==> src/rtl/wb_pkg.sv <==
// Shared types and constants for the writeback arbiter slice.
package wb_pkg;

    localparam int LQ_DEPTH_DEFAULT = 4;
    localparam int THREADS          = 8;

    typedef struct packed {
        logic [2:0]  trd;
        logic [4:0]  rd;
        logic [31:0] data;
    } wb_req_t;

endpackage

==> src/rtl/wb_fifo.sv <==
// Synchronous FIFO of writeback requests; count/flags come straight from registers.
module wb_fifo
    import wb_pkg::*;
#(
    parameter int DEPTH = LQ_DEPTH_DEFAULT
) (
    input  logic                     clk,
    input  logic                     rst,
    input  logic                     push,
    input  wb_req_t                  din,
    input  logic                     pop,
    output wb_req_t                  head,
    output logic [$clog2(DEPTH):0]   count,
    output logic                     full,
    output logic                     empty
);

    localparam int PW = $clog2(DEPTH);
    localparam int CW = PW + 1;

    wb_req_t         mem [DEPTH];
    logic [PW-1:0]   wr_ptr;
    logic [PW-1:0]   rd_ptr;
    logic            do_push;
    logic            do_pop;

    assign full    = (count == CW'(DEPTH));
    assign empty   = (count == '0);
    assign do_push = push && !full;
    assign do_pop  = pop && !empty;
    assign head    = mem[rd_ptr];

    always_ff @(posedge clk) begin
        if (do_push) begin
            mem[wr_ptr] <= din;
        end
    end

    // Pointers wrap naturally because DEPTH is a power of two.
    always_ff @(posedge clk) begin
        if (rst) begin
            wr_ptr <= '0;
            rd_ptr <= '0;
            count  <= '0;
        end else begin
            if (do_push) wr_ptr <= wr_ptr + 1'b1;
            if (do_pop)  rd_ptr <= rd_ptr + 1'b1;
            case ({do_push, do_pop})
                2'b10:   count <= count + 1'b1;
                2'b01:   count <= count - 1'b1;
                default: count <= count;
            endcase
        end
    end

endmodule

==> src/rtl/wb_arbiter.sv <==
// Merges execute results, queued load returns and thread-spawn inits onto the
// register-file write port and thread-init port; all wr_*/*_wb outputs are flops.
module wb_arbiter
    import wb_pkg::*;
#(
    parameter int LQ_DEPTH = LQ_DEPTH_DEFAULT
) (
    input  logic                        clk,
    input  logic                        rst,
    input  logic                        exe_valid,
    input  logic [2:0]                  exe_trd,
    input  logic [4:0]                  exe_rd,
    input  logic [31:0]                 exe_data,
    input  logic                        mem_valid,
    input  logic [2:0]                  mem_trd,
    input  logic [4:0]                  mem_rd,
    input  logic [31:0]                 mem_data,
    output logic                        mem_ready,
    input  logic                        spawn_valid,
    input  logic [2:0]                  spawn_trd,
    input  logic [31:0]                 spawn_data,
    output logic                        spawn_ready,
    output logic                        wr_en,
    output logic [2:0]                  wr_trd,
    output logic [4:0]                  reg_wr,
    output logic [31:0]                 wr_data,
    output logic                        init_wb,
    output logic [2:0]                  new_trd_wb,
    output logic [31:0]                 init_data_wb,
    output logic [$clog2(LQ_DEPTH):0]   lq_cnt
);

    wb_req_t  lq_din;
    wb_req_t  lq_head;
    logic     lq_push;
    logic     lq_pop;
    logic     lq_full;
    logic     lq_empty;

    wb_req_t  sel_req;
    logic     sel_valid;
    logic     spawn_acc;

    assign lq_din    = '{trd: mem_trd, rd: mem_rd, data: mem_data};
    assign mem_ready = !lq_full;
    assign lq_push   = mem_valid && mem_ready;

    wb_fifo #(.DEPTH(LQ_DEPTH)) u_lq (
        .clk   (clk),
        .rst   (rst),
        .push  (lq_push),
        .din   (lq_din),
        .pop   (lq_pop),
        .head  (lq_head),
        .count (lq_cnt),
        .full  (lq_full),
        .empty (lq_empty)
    );

    // Execute results cannot stall, so they always beat the load queue.
    always_comb begin
        sel_req   = lq_head;
        sel_valid = 1'b0;
        lq_pop    = 1'b0;
        if (exe_valid) begin
            sel_req   = '{trd: exe_trd, rd: exe_rd, data: exe_data};
            sel_valid = 1'b1;
        end else if (!lq_empty) begin
            sel_valid = 1'b1;
            lq_pop    = 1'b1;
        end
    end

    assign spawn_ready = !(sel_valid && (sel_req.trd == spawn_trd));
    assign spawn_acc   = spawn_valid && spawn_ready;

    always_ff @(posedge clk) begin
        if (rst) begin
            wr_en        <= 1'b0;
            wr_trd       <= '0;
            reg_wr       <= '0;
            wr_data      <= '0;
            init_wb      <= 1'b0;
            new_trd_wb   <= '0;
            init_data_wb <= '0;
        end else begin
            wr_en   <= sel_valid && (sel_req.rd != '0);
            init_wb <= spawn_acc && (spawn_trd != '0);
            if (sel_valid) begin
                wr_trd  <= sel_req.trd;
                reg_wr  <= sel_req.rd;
                wr_data <= sel_req.data;
            end
            // Thread 0 is acknowledged but never re-initialised.
            if (spawn_acc && (spawn_trd != '0)) begin
                new_trd_wb   <= spawn_trd;
                init_data_wb <= spawn_data;
            end
        end
    end

endmodule

==> config.mk <==
export PLATFORM = sky130hd
export DESIGN_NAME = wb_arbiter
export DESIGN_NICKNAME = d
export VERILOG_FILES = /design/src/rtl/wb_pkg.sv /design/src/rtl/wb_fifo.sv /design/src/rtl/wb_arbiter.sv
export SDC_FILE = /design/constraint.sdc
export NUM_CORES = 1
export LEC_CHECK = 0
export CAP_MARGIN = 25
export CORE_MARGIN = 2
export CORE_UTILIZATION = 52
export CTS_BUF_LIST = sky130_fd_sc_hd__clkbuf_4 sky130_fd_sc_hd__clkbuf_8
export DETAILED_ROUTE_END_ITERATION = 10
export GPL_TIMING_DRIVEN = 0
export PLACE_DENSITY_LB_ADDON = 0.05
export SLEW_MARGIN = 5
export SYNTH_ARGS = -nofsm -noshare
export SYNTH_HDL_FRONTEND = slang
export SYNTH_SLANG_ARGS = --single-unit
==> constraint.sdc <==
create_clock -name clk -period 2.8 [get_ports clk]
set_clock_uncertainty 0.15 [all_clocks]
set_input_delay 0.28 -clock clk [delete_from_list [all_inputs] [get_ports clk]]
set_output_delay 0.28 -clock clk [all_outputs]
set_load 0.03 [all_outputs]
[Yosys cells after proc, flatten, opt, wreduce, memory -nomap -nowiden]
Memories as Yosys holds them, arrays and structs flattened. A register that Yosys moved wholly into a read port is not among the register bits.
Cells that the tools add are included.
Word-level totals
  register bits after elaboration: 84
  memory bits (writable): 160
  input bits: 120
  output and inout bits: 82
  word-level logic and storage cells: 42
  memories: 1
Operators by class
  $add $sub $neg: 4
  equality and inequality tests: 4
  muxes and demuxes: 9
  reduce and logical (&&, ||, !) cells: 14
Memories
  u_lq.mem: depth 4, bits a word 40, rd ports 1, clocked after Yosys merged registers in 1, write ports 1, line wb_fifo.sv:21  | wb_req_t mem [DEPTH];
Operators with widths (number)
  40-bit two-way mux: 1
  1-bit logical AND: 7
  3-bit case mux with 2 select lines: 1
  1-bit two-way mux: 5
  5-bit nonzero test: 1
  2-bit by 1-bit adder with 2-bit output (second input constant): 2
  2-bit two-way mux: 2
  3-bit by 1-bit adder with 3-bit output (second input constant): 1
  3-bit == test: 1
  3-bit == test (second input constant): 1
  1-bit zero test: 3
  3-bit zero test: 1
  3-bit nonzero test: 1
  3-bit by 1-bit subtractor with 3-bit output (second input constant): 1
  2-bit by 1-bit == test with 1-bit output (second input constant): 1
  2-bit == test (second input constant): 1
  2-bit nonzero test: 1

[Logic depth before layout (Yosys ltp)]
  depth after elaboration: 7
  mapped depth: 9
  gate-level depth less buffers: 9

[Cells and area by module]
A second synthesis with hierarchy kept.
Second synthesis, totals
  cells, all modules: 661
  area, all modules: 9879.5 um2
Modules (own cells, without submodules)
  wb_fifo: instances 1, cells an instance 263, area an instance 6304.8 um2, seq. area each 4984.8 um2
  wb_arbiter: instances 1, cells an instance 398, area an instance 3574.7 um2, seq. area each 1541.5 um2

[Worst setup path before layout]
OpenSTA, ideal clock, no wires.
  path kind: register to register
  start point: register u_lq.count[0]
  end point: memory u_lq.mem[0][0] (netlist name) (enable)
  data arrival time: 2042 ps
  slack: 207 ps
  cell stages (with the launch flop): 4
  period minus slack after synthesis: 2593 ps
  path through: dfxtp_1 nor2_1 nand2_1 and3_1
Between the ends
  word-level cells in the longest chain between the ends: 6
RTL lines
  from (decl): line wb_fifo.sv:13  | output logic [$clog2(DEPTH):0] count,
  from (signal assigned): line wb_fifo.sv:49  | 2'b10: count <= count + 1'b1;
  from (signal assigned): line wb_fifo.sv:50  | 2'b01: count <= count - 1'b1;
  from (signal assigned): line wb_fifo.sv:51  | default: count <= count;
  3-bit == test (*): line wb_fifo.sv:27  | assign full = (count == CW'(DEPTH));
  1-bit zero test (*): line wb_arbiter.sv:45  | assign mem_ready = !lq_full;
  net mem_ready: line wb_arbiter.sv:18  | output logic mem_ready,
  1-bit logical AND: line wb_arbiter.sv:46  | assign lq_push = mem_valid && mem_ready;
  1-bit logical AND (*): line wb_fifo.sv:29  | assign do_push = push && !full;
  1-bit two-way mux (*): line wb_fifo.sv:34  | if (do_push) begin
  1-bit two-way mux (implied by the code) (*): line wb_fifo.sv:35  | mem[wr_ptr] <= din;
  to (decl): line wb_fifo.sv:21
Mark *: on every way through the listed nets, which the timed path passes. The rest lies on a longest branch.

==> flow_summary.yaml <==
setup_path:
  cp.arrival_ns: 2.27
  crit_type: "reg2out"
  startpoint_type: "flop"
  end_kind: "output pin"
  crit_fanout: 9
  required_ns: 2.37
die:
  core_mm2: 0.0174
  initial_core_util_pct: 53.4
  dieHeight_um: 138
  die-width_um: 138
  rows: 48
  ioPinCount: 202
  die_area_mm2: 0.0190
global_routing:
  antenna_found_initial: 1
  grt_overflow: 0
  grt_pass1_wl_mm: 31.7
  grt_max_degree: 25
  grt.total_usage_pct: 22.5
  first_global_vias: 6011
outcome:
  status: "complete, no violations"
worst_hold_path:
  min_path_type: "in2reg"
final_layout:
  drive_gt1_share_pct: 16.9
  regArea_mm2: 0.00653
  n_fill_cell: 1153
  multi_input_area_mm2: 0.00256
  finalNetCount: 923
  areaGrowthSynthToFinish_pct: 34.2
cts:
  clkSlewWorstSetupHoldPaths_ns: 0.06
  cts.sinks: 246
  clock_path_buffers: 3
  htree_num_levels: 2
  cts_buffers: 40
  cts_root_buffer: "clkbuf_8"
  clock_latency_ns: 0.54
  cts_tree: "built"
place:
  gp_congestion: 0.766
  dpl.hpwl_mm: 14.6
  portBuffers: 199
power_and_ir_drop:
  p_per_area_mw_per_mm2: 877
  p_leak_nw: 4.43
  irDropWorstVdd_uv: 530
synthesis:
  ys_types: 36
  syn_area_mm2: 0.00930
  synth_top_cells_by_count: "edfxtp_1, dfxtp_1, nor2_1"
  synth_ff_type: "edfxtp_1"
  syn_nets: 678
  synth_top_area_cell: "edfxtp_1"
  yosysTopAreaCellShare_pct: 51.7
  async_flop_share_pct: 0
  yosysWarnings: 0
  synth_most_common_cell: "edfxtp_1"
  synth_seq_area_share_pct: 70.2
  avgSynthCellArea_um2: 16.8
  synth_edf_count: 160
  synth.area.top_cells: "edfxtp_1, dfxtp_1, mux4_2"
  syn-instance-count: 552
  yosys_register_bits: 246
timing:
  tightest_slew_ns: 0.847
  setup_viol: 0
  final_hold_viol_count: 0
  fmax_mhz: 371
  fin_setup_tns_ns: 0
  rsz0062_at_grt: "no"
  timing.hold.ws_ns: 0.138
  slew_violations: 0
  period_minus_slack_ns: 2.70
  min_period_over_period_pct: 96.3
  slew_headroom_pct: 43.5
route:
  viasPerCell: 5.49
  drt_iter0_drc: 314
  wl_per_cell_um: 20.2
  vias: 5787
  post-route-drc-count: 0
  firstDrtPassIters: 5
  ant_nets: 0
  wl_mm: 21.3
run:
  maxCapViolations: 0
report_power, final:
| group | switching, W | internal (W) |
|---|---|---|
| Clock | 0.00132 | 0.00176 |
| Sequential | 0.000229 | 0.00441 |
| Combinational | 0.00178 | 0.00144 |
cell type report:
| cell class | instances | share of cell area (%) |
|---|---|---|
| well taps | 225 | 2.26 |
| repair buffers | 203 | 16.6 |
| inverters | 7 | 0.211 |
| flip-flops and latches | 246 | 52.3 |
| clock buffers | 67 | 6.29 |
| clock inverters | 7 | 0.281 |
| multi-input cells | 262 | 20.6 |
| plain buffers | 37 | 1.50 |
| diodes | 1 | 0.0201 |
stage by stage:
stage                     worst slack (ns)  instances  instance area (µm²)  util [%]  total power, W
after floorplan                      0.207        552                 9300         -         0.00669
after global placement              -0.417        976                11600      66.4         0.00782
after detailed placement            -0.443        980                11700      66.9         0.00795
after CTS                           0.0739       1054                12500      71.6          0.0110
after global routing               0.00963       1055                12500      71.6          0.0114
final                                0.104       1055                12500      71.6          0.0109
logic make-up (layout without fill, tap and decap cells):
group                    Yosys count  count (layout)  share of synthesized area, %
adder cells (fa/ha/maj)            6               6                         0.888
AND/OR/NAND/NOR                   76              76                          3.77
multiplexers                      83              83                          14.2
flip-flops                       246             246                          70.2
AO/OA/AOI/OAI                     87              87                          7.74
XOR/XNOR                          10              10                         0.942
other                              0               1                             0
buffers and inverters             44             321                          2.27
critical path, cell delays in order, from the launching register on:
cell and delay (ns):
dfxtp_1 0.32, buf_6 0.15, mux4_2 0.55, mux2i_4 0.18, xnor2_1 0.21, nand4_1 0.13
buf_2 0.20
state kept, by name (all words and copies together), names as in the netlist, named ones only:
name and count:
u_lq.count 3, init_data_wb 32, reg_wr 5, new_trd_wb 3, u_lq.rd_ptr 2, wr_en 1
init_wb 1, u_lq.mem 160, wr_trd 3, u_lq.wr_ptr 2, wr_data 32
path summary, 6_finish.rpt:
kind | from | to | slack (ns) | depth (start not counted)
hold / removal | rst | wr_en$_SDFF_PP0_ | 0.14 | 3
setup reg to reg | flop | wr_data[9]$_SDFFE_PP0P_ | 0.16 | 6
hold reg to reg | new_trd_wb[1]$_SDFFE_PP0P_ | new_trd_wb[1]$_SDFFE_PP0P_ | 0.32 | 1
setup / recovery | flop | spawn_ready | 0.10 | 6
routing by layer:
| layer | up-vias | global-route usage [%] | part of all wire, % |
|---|---|---|---|
| li1 | 2660 | - | - |
| met1 | 2890 | 29.1 | 42 |
| met2 | 192 | 37.1 | 49 |
| met3 | 45 | 4.38 | 6.6 |
| met4 | 0 | 9.69 | 2.4 |
| met5 | - | 0 | 0 |
timing repair:
item	4_1_cts	5_1_grt
gates resized for setup	7	0
endpoints found under the setup margin	1	0
setup buffers	0	0
hold buffers	0	0
layout by cell type, fill, tap and decap left out, types with 2 or more instances in the layout:
| cell type | count |
|---|---|
| a22o_1 | 32 |
| buf_12 | 4 |
| dfxtp_1 | 86 |
| clkbuf_1 | 16 |
| nor3b_1 | 2 |
| clkdlybuf4s50_1 | 198 |
| and2_1 | 3 |
| inv_1 | 7 |
| buf_6 | 4 |
| edfxtp_1 | 160 |
| xnor2_1 | 8 |
| o311ai_2 | 2 |
| a211oi_1 | 42 |
| buf_1 | 4 |
| nor3_1 | 4 |
| nor2_1 | 48 |
| and3_2 | 4 |
| clkbuf_4 | 22 |
| clkbuf_2 | 2 |
| a21oi_1 | 4 |
| mux2i_1 | 44 |
| ha_1 | 5 |
| nand2b_1 | 3 |
| buf_2 | 11 |
| nand2_1 | 6 |
| o2bb2ai_1 | 3 |
| xor2_1 | 2 |
| clkinvlp_4 | 2 |
| mux4_2 | 38 |
| clkbuf_8 | 45 |
| clkinv_1 | 4 |
No activity file was read; power rests on OpenSTA's default activity.
